### src/rtl/uart_pkg.sv
// Shared definitions for the UART receive path: FSM encodings, oversample
// sample points and a 2-of-3 majority helper.
package uart_pkg;

  typedef enum logic [2:0] {
    ST_IDLE      = 3'd0,
    ST_START     = 3'd1,
    ST_DATA      = 3'd2,
    ST_STOP      = 3'd3,
    ST_WAIT_IDLE = 3'd4
  } rx_state_e;

  // Mid-bit sample points within a 16-tick bit, and the last tick of a bit.
  localparam logic [3:0] OS_SAMPLE_LO  = 4'd7;
  localparam logic [3:0] OS_SAMPLE_MID = 4'd8;
  localparam logic [3:0] OS_SAMPLE_HI  = 4'd9;
  localparam logic [3:0] OS_LAST       = 4'd15;

  function automatic logic maj3(input logic a, input logic b, input logic c);
    return (a & b) | (a & c) | (b & c);
  endfunction

endpackage

### src/rtl/sync_fifo.sv
// Small synchronous FIFO. A push while full is accepted when a pop happens
// in the same cycle, so a full FIFO can stream without dropping.
module sync_fifo #(
  parameter  int WIDTH = 8,
  parameter  int DEPTH = 4,
  localparam int AW    = $clog2(DEPTH),
  localparam int LW    = AW + 1
) (
  input  logic             clk,
  input  logic             rst,
  input  logic             push,
  input  logic [WIDTH-1:0] wdata,
  input  logic             pop,
  output logic [WIDTH-1:0] rdata,
  output logic             full,
  output logic             empty,
  output logic [LW-1:0]    level,
  output logic [LW-1:0]    level_next
);

  logic [DEPTH-1:0][WIDTH-1:0] mem;
  logic [AW-1:0]               wr_ptr;
  logic [AW-1:0]               rd_ptr;
  logic                        do_push;
  logic                        do_pop;

  assign full       = (level == LW'(DEPTH));
  assign empty      = (level == '0);
  assign do_pop     = pop && !empty;
  assign do_push    = push && (!full || do_pop);
  assign level_next = level + LW'(do_push) - LW'(do_pop);
  assign rdata      = mem[rd_ptr];

  // Storage, pointers and occupancy; pointers wrap naturally (DEPTH is 2^n).
  always_ff @(posedge clk) begin
    if (rst) begin
      mem    <= '0;
      wr_ptr <= '0;
      rd_ptr <= '0;
      level  <= '0;
    end else begin
      if (do_push) begin
        mem[wr_ptr] <= wdata;
        wr_ptr      <= wr_ptr + AW'(1);
      end
      if (do_pop) rd_ptr <= rd_ptr + AW'(1);
      level <= level_next;
    end
  end

endmodule

### src/rtl/uart_rx_deser.sv
// UART 8N1 receiver: 16x oversampling with 3-sample majority vote per bit,
// received bytes buffered in a FIFO exposed as a valid/ready stream, with
// active-low RTS flow control back to the pad mux.
module uart_rx_deser
  import uart_pkg::*;
#(
  parameter  int W_DIV      = 16,
  parameter  int FIFO_DEPTH = 4,
  localparam int LW         = $clog2(FIFO_DEPTH) + 1
) (
  input  logic             clk,
  input  logic             rst,
  input  logic             en,
  input  logic [W_DIV-1:0] clkdiv,
  input  logic             rxd,
  output logic             rts,
  output logic [7:0]       rx_data,
  output logic             rx_valid,
  input  logic             rx_ready,
  output logic [LW-1:0]    level,
  output logic             busy,
  output logic             framing_err,
  output logic             overrun_err
);

  rx_state_e        state, state_nx;
  logic [1:0]       sync_q;
  logic             rxs;
  logic [W_DIV-1:0] div_cnt;
  logic             tick;
  logic [3:0]       os;
  logic [2:0]       samp;
  logic [2:0]       bit_cnt;
  logic [7:0]       shreg;
  logic             maj_win;
  logic             maj_stop;
  logic             push_req;
  logic             frame_det;
  logic             pop;
  logic             full;
  logic             empty;
  logic [LW-1:0]    level_next;

  assign rxs      = sync_q[1];
  assign tick     = en && (div_cnt == '0);
  // Full-window vote for start/data; the stop vote uses the live third sample
  // so the decision lands on the os=9 tick itself.
  assign maj_win  = maj3(samp[0], samp[1], samp[2]);
  assign maj_stop = maj3(samp[0], samp[1], rxs);
  assign pop      = rx_valid && rx_ready;
  assign rx_valid = !empty;

  // Two-flop synchroniser on the pad input, idle-high reset.
  always_ff @(posedge clk) begin
    if (rst) sync_q <= 2'b11;
    else     sync_q <= {sync_q[0], rxd};
  end

  // Tick divider, oversample counter, vote samples and data shift register.
  always_ff @(posedge clk) begin
    if (rst) begin
      div_cnt <= '0;
      os      <= '0;
      samp    <= 3'b111;
      bit_cnt <= '0;
      shreg   <= '0;
    end else if (!en) begin
      div_cnt <= clkdiv;
      os      <= '0;
    end else if (state == ST_IDLE && !rxs) begin
      // Align bit timing to the detected start edge.
      div_cnt <= clkdiv;
      os      <= '0;
    end else if (tick) begin
      div_cnt <= clkdiv;
      os      <= os + 4'd1;
      if (os == OS_SAMPLE_LO)  samp[0] <= rxs;
      if (os == OS_SAMPLE_MID) samp[1] <= rxs;
      if (os == OS_SAMPLE_HI)  samp[2] <= rxs;
      if (state == ST_START && os == OS_LAST) bit_cnt <= '0;
      if (state == ST_DATA && os == OS_LAST) begin
        shreg   <= {maj_win, shreg[7:1]};
        bit_cnt <= bit_cnt + 3'd1;
      end
    end else begin
      div_cnt <= div_cnt - W_DIV'(1);
    end
  end

  // FSM state register; disabling the receiver abandons any partial byte.
  always_ff @(posedge clk) begin
    if (rst || !en) state <= ST_IDLE;
    else            state <= state_nx;
  end

  // FSM next-state logic.
  always_comb begin
    state_nx = state;
    case (state)
      ST_IDLE:      if (!rxs) state_nx = ST_START;
      ST_START:     if (tick && os == OS_LAST) state_nx = maj_win ? ST_IDLE : ST_DATA;
      ST_DATA:      if (tick && os == OS_LAST && bit_cnt == 3'd7) state_nx = ST_STOP;
      ST_STOP:      if (tick && os == OS_SAMPLE_HI) state_nx = maj_stop ? ST_IDLE : ST_WAIT_IDLE;
      ST_WAIT_IDLE: if (tick && rxs) state_nx = ST_IDLE;
      default:      state_nx = ST_IDLE;
    endcase
  end

  // FSM outputs: stop-bit decision produces either a push or a framing error.
  always_comb begin
    push_req  = 1'b0;
    frame_det = 1'b0;
    busy      = (state != ST_IDLE);
    if (state == ST_STOP && tick && os == OS_SAMPLE_HI) begin
      if (maj_stop) push_req  = 1'b1;
      else          frame_det = 1'b1;
    end
  end

  // Error pulses and RTS; RTS keeps one slot free for a byte already in flight.
  always_ff @(posedge clk) begin
    if (rst) begin
      framing_err <= 1'b0;
      overrun_err <= 1'b0;
      rts         <= 1'b1;
    end else begin
      framing_err <= frame_det;
      overrun_err <= push_req && full && !pop;
      rts         <= !(en && (level_next < LW'(FIFO_DEPTH - 1)));
    end
  end

  sync_fifo #(.WIDTH(8), .DEPTH(FIFO_DEPTH)) u_fifo (
    .clk        (clk),
    .rst        (rst),
    .push       (push_req),
    .wdata      (shreg),
    .pop        (pop),
    .rdata      (rx_data),
    .full       (full),
    .empty      (empty),
    .level      (level),
    .level_next (level_next)
  );

endmodule
### config.mk
export PLATFORM = sky130hd
export DESIGN_NAME = uart_rx_deser
export DESIGN_NICKNAME = d
export VERILOG_FILES = /design/src/rtl/uart_pkg.sv /design/src/rtl/sync_fifo.sv /design/src/rtl/uart_rx_deser.sv
export SDC_FILE = /design/constraint.sdc
export NUM_CORES = 1
export LEC_CHECK = 0
export BUFFER_PORTS_ARGS = -buffer_cell sky130_fd_sc_hd__buf_2
export CORE_ASPECT_RATIO = 1.75
export CORE_MARGIN = 1.5
export CORE_UTILIZATION = 50
export CTS_CLUSTER_SIZE = 28
export DETAILED_ROUTE_END_ITERATION = 7
export PLACE_DENSITY = 0.72
export SYNTH_ARGS = -nofsm -noshare
export SYNTH_HDL_FRONTEND = slang
export SYNTH_HIERARCHICAL = 1
export SYNTH_SLANG_ARGS = --single-unit
### constraint.sdc
create_clock -name clk -period 3.6 [get_ports clk]
set_clock_uncertainty 0.15 [all_clocks]
set_input_delay 0.36 -clock clk [delete_from_list [all_inputs] [get_ports clk]]
set_output_delay 0.36 -clock clk [all_outputs]
set_load 0.03 [all_outputs]
==> results.txt <==
- Power dissipated by switching net loads: 0.445 mW
* Clock slew at the register clock pins of the worst setup and hold paths: 0.06 ns
- Relative contribution of sequential cells to total power: 46.2%
* Overall die width: 70.5 um
- For this run, the slowest stage of the critical path takes 0.39 ns.
* Fill cell total of the finished layout: 717
- Final cycle utilization of the critical path: 89.8%
- Global-route total usage across every layer: 19.4%
- For this run, design rule violations remaining after detail routing come to 0.
- Summed over all cells, the static leakage comes to 1.87 nW.
- STA classifies the critical path endpoint as a flip-flop.
- 37 I/O pins were placed.
- Total number of vias: 2953
* Pwr/cell area: 445 mW/mm2
* TritonCTS clock tree: done
* Cell area after layout: 0.00456 mm2
- Dividing the detail-routed via count by the number of cells gives 5.53.
- Sum of negative setup slack: 0 ns
* Clock period minus final worst setup slack: 3.23 ns
- Number of buffers inserted for hold repair after clock tree synthesis: 0
- At the worst endpoint, the arrival time is 3.29 ns.
- Proportion of synthesized chip area in sequential cells: 40.6%
- In the final layout, the multi-input gates occupy 0.00221 mm2.
* Flip-flop and latch count after synthesis: 81
- The critical path is of the flip-flop to flip-flop type.
- The cell sitting at the root of the clock tree is a sky130_fd_sc_hd__clkbuf_16.
- Number of buffers created by CTS: 9
- The first global-routing pass estimated 13.0 mm of wire.
- Switching part of the total: 22.0%
- Of all nets on the critical path, the largest fanout is 3.
- Required time of the critical path: 3.66 ns
* Slew Limit Fails: 0
- Number of clock sinks: 81
- Measured against its own limit, the worst slew margin works out to 56.2%.
* Yosys cell types: 52
- The floorplan has 43 rows.
- Quantity of I/O buffers inserted on ports: 36
- In this run, the combinational gates consume 6.8% of the power.
- Worst Max-Slew Pin Slew: 0.657 ns
- Number of failing setup endpoints in the final timing report: 0
* Placed Instance Area: 0.00424 mm2
- Buffers added to address setup during post-CTS repair amount to 0.
* Largest net degree at the start of global routing: 51
- The count of nets left with antenna violations once routing finished came out at 0.
- Walking the worst path, the cells encountered are inv_1 > ha_1 > and4bb_2 > nand4_2 > nor4_1 > and2_2 > inv_1 > ha_1 > inv_1 > ha_1 > inv_1 > fa_1 > xnor2_1 > xnor2_1 > a21oi_1 > nand2_1.
* Count of endpoints failing hold in the final timing report: 0
* Setup WS post-layout: 0.367 ns
- Number of standard cells in the final layout excluding fillers: 534
* Clock group share of total power: 47.0%
- Final standard cell utilization of the core: 58.0%
- Clock latency on the worst-skew pair, taken at its later pin, is 0.34 ns.
* Starting density of the core: 50.8%
- In this run, the number of DRC markers left after iteration 0 of detailed routing was 103.
- Counting every instance in the synthesized netlist gives 405.
- Status: complete, no violations
- Routed length per placed instance: 14.7 um
* DR pass1 iterations: 4
- Summing internal, switching and leakage power gives 2.03 mW.
* Worst hold slack after final layout: 0.0543 ns
- Across all register-to-register paths, the minimum setup slack is 0.37 ns.
* Count of H-tree levels built during CTS: 3
- The routed design has 7.83 mm of wire.
* Per-instance average area after synthesis: 9.86 um2
- The worst setup path is launched from a flip-flop.
- No sink is reached through more buffers than the 2 on the longest clock path.
- Summing all flip-flop and latch instances after layout gives 0.00162 mm2.
- The die covers 0.00855 mm2.
- Slowest stage cell, crit path: sky130_fd_sc_hd__nor4_1
- Global route total overflow: 0
- Min-delay worst type: input pin to flip-flop
* Max-cap violations: 0
- Counting every net in the synthesized netlist gives 440.
- During synthesis, Yosys emitted a total of 6 warnings.
* EDFF count, synth: 0
* Antenna diode count: 0
- Counting stages on the worst path, the most repeated cell is sky130_fd_sc_hd__inv_1.
* Core outline area: 0.00786 mm2
- In the synthesized netlist the dominant register cell turns out to be sky130_fd_sc_hd__dfxtp_1.
- The via count of the first global-routing pass came to 2874.
- Detailed Place HPWL: 5.58 mm
- The worst-case IR drop observed on VDD is 0.329 mV.
- Proportion of register bits with asynchronous set or reset after synthesis: 0%
- The internal portion of the total power is 1.58 mW.
* Net total in the final layout: 474
- Layout cells sized above 1: 19.4%
- The initial antenna violation count was 0.
- Placer Congestion: 0.802
* Maximum frequency from static timing analysis: 0.309 GHz
- Before CTS, the worst setup slack after placement is 0.366 ns.
* Layout area overhead: 14.2%
* Number of cells after detailed placement: 518
* Die Ht: 121 um
* Post-Synthesis Cell Area: 0.00399 mm2
-- state kept, by name (all words and copies together), names as in the netlist --
name           count
shreg              8
u_fifo/level       3
u_fifo/rd_ptr      2
u_fifo/mem        32
os                 4
state              3
samp               3
rts                1
u_fifo/wr_ptr      2
sync_q             2
framing_err        1
bit_cnt            3
overrun_err        1
div_cnt           16
-- power by group through the flow --
stage	Sequential, mW	Combinational [mW]	Clock, mW
4_1_cts	0.937	0.138	0.977
5_1_grt	0.941	0.154	1.01
3_3_place_gp	0.956	0.135	0
3_5_place_dp	0.957	0.136	0
6_report	0.938	0.138	0.953
2_1_floorplan	0.954	0.101	0
-- cell usage in the layout (no fill, tap or decap), types with 2 or more instances in the layout --
cell	count
sky130_fd_sc_hd__a21oi_1	8
sky130_fd_sc_hd__xnor2_1	8
sky130_fd_sc_hd__o31ai_1	2
sky130_fd_sc_hd__and3_1	2
sky130_fd_sc_hd__dfxtp_1	81
sky130_fd_sc_hd__or2_2	3
sky130_fd_sc_hd__buf_2	36
sky130_fd_sc_hd__a31oi_1	2
sky130_fd_sc_hd__mux2i_1	44
sky130_fd_sc_hd__and4bb_2	2
sky130_fd_sc_hd__nor2_1	37
sky130_fd_sc_hd__or3_1	8
sky130_fd_sc_hd__nor2b_1	5
sky130_fd_sc_hd__nand3_1	5
sky130_fd_sc_hd__a211oi_1	14
sky130_fd_sc_hd__nor4_2	2
sky130_fd_sc_hd__xor2_1	11
sky130_fd_sc_hd__clkbuf_16	9
sky130_fd_sc_hd__nand2_1	21
sky130_fd_sc_hd__mux4_2	8
sky130_fd_sc_hd__clkinv_2	3
sky130_fd_sc_hd__nand3b_1	2
sky130_fd_sc_hd__buf_4	7
sky130_fd_sc_hd__inv_1	17
sky130_fd_sc_hd__nand2b_1	48
sky130_fd_sc_hd__ha_1	13
sky130_fd_sc_hd__nor4_1	2
sky130_fd_sc_hd__o21ai_0	5
sky130_fd_sc_hd__bufinv_16	2
sky130_fd_sc_hd__nor3_1	8
sky130_fd_sc_hd__nand3_2	3
-- layer usage --
| metal | track usage [%] | up-vias | part of all wire [%] |
|---|---|---|---|
| met4 | 9.79 | 0 | 3.3 |
| met3 | 5.15 | 21 | 3.2 |
| met2 | 34.7 | 57 | 53 |
| li1 | - | 1467 | - |
| met5 | 0 | - | 0 |
| met1 | 20.5 | 1408 | 40 |
-- Yosys cell counts, drive strengths merged, types with 2 or more instances --
library cell,count,area (um2)
nand2,21,78.8
buf,5,43.8
a21oi,8,40.0
nor4,5,52.6
dfxtp,81,1620
nor2b,5,31.3
nor2,38,143
a311oi,2,35.0
mux4,8,180
or3,9,61.3
nand3b,2,15.0
inv,17,63.8
and3,3,23.8
nand3,8,55.1
a211oi,14,105
ha,13,163
nand4,2,18.8
a31oi,2,12.5
clkbuf,15,56.3
o21ai,6,33.8
nand2b,48,300
mux2i,44,440
nor3,9,56.3
and4bb,2,25.0
or2,3,18.8
xor2,11,96.3
o31ai,2,15.0
xnor2,8,70.1
-- worst paths after layout --
path / startpoint / endpoint / cells after the start
hold / removal: rxd / sync_q[0] / 2
hold reg to reg: sync_q[0] / sync_q[1] / 1
setup reg to reg: div_cnt[0] / rts / 16
setup / recovery: div_cnt[0] / rts / 16
-- timing repair --
item	CTS	global route
gates resized for setup	0	1
endpoints found under the setup margin	0	1
endpoints found under the hold margin	0	0
-- critical path: cells and delay by family, from the launching register on --
kind	cells	cell delay (ns)
AO/OA/AOI/OAI	1	0.12
XOR/XNOR	2	0.28
adder cells (fa/ha/maj)	4	0.93
buffers and inverters	4	0.24
flip-flops	1	0.32
AND/OR/NAND/NOR	5	1.06
-- layout make-up --
class	count	share of cell area [%]
Timing Repair Buffer	43	5.11
Multi-Input combinational cell	287	48.6
Inverter	17	1.40
Tap cell	90	2.47
Clock buffer	10	5.02
Clock inverter	6	1.81
Sequential cell	81	35.6
-- kinds of logic (layout without fill, tap and decap cells) --
logic type,Yosys count,in the layout,share of synthesized area [%]
AOI/OAI and AO/OA,40,40,7.43
adders and majority gates,15,15,4.83
xor gates and xnor gates,19,19,4.17
DFF,81,81,40.6
and+or+nand+nor,161,161,23.3
muxes,52,52,15.5
buffers and inverters,37,76,4.11
(Power assumes the default switching activity.)
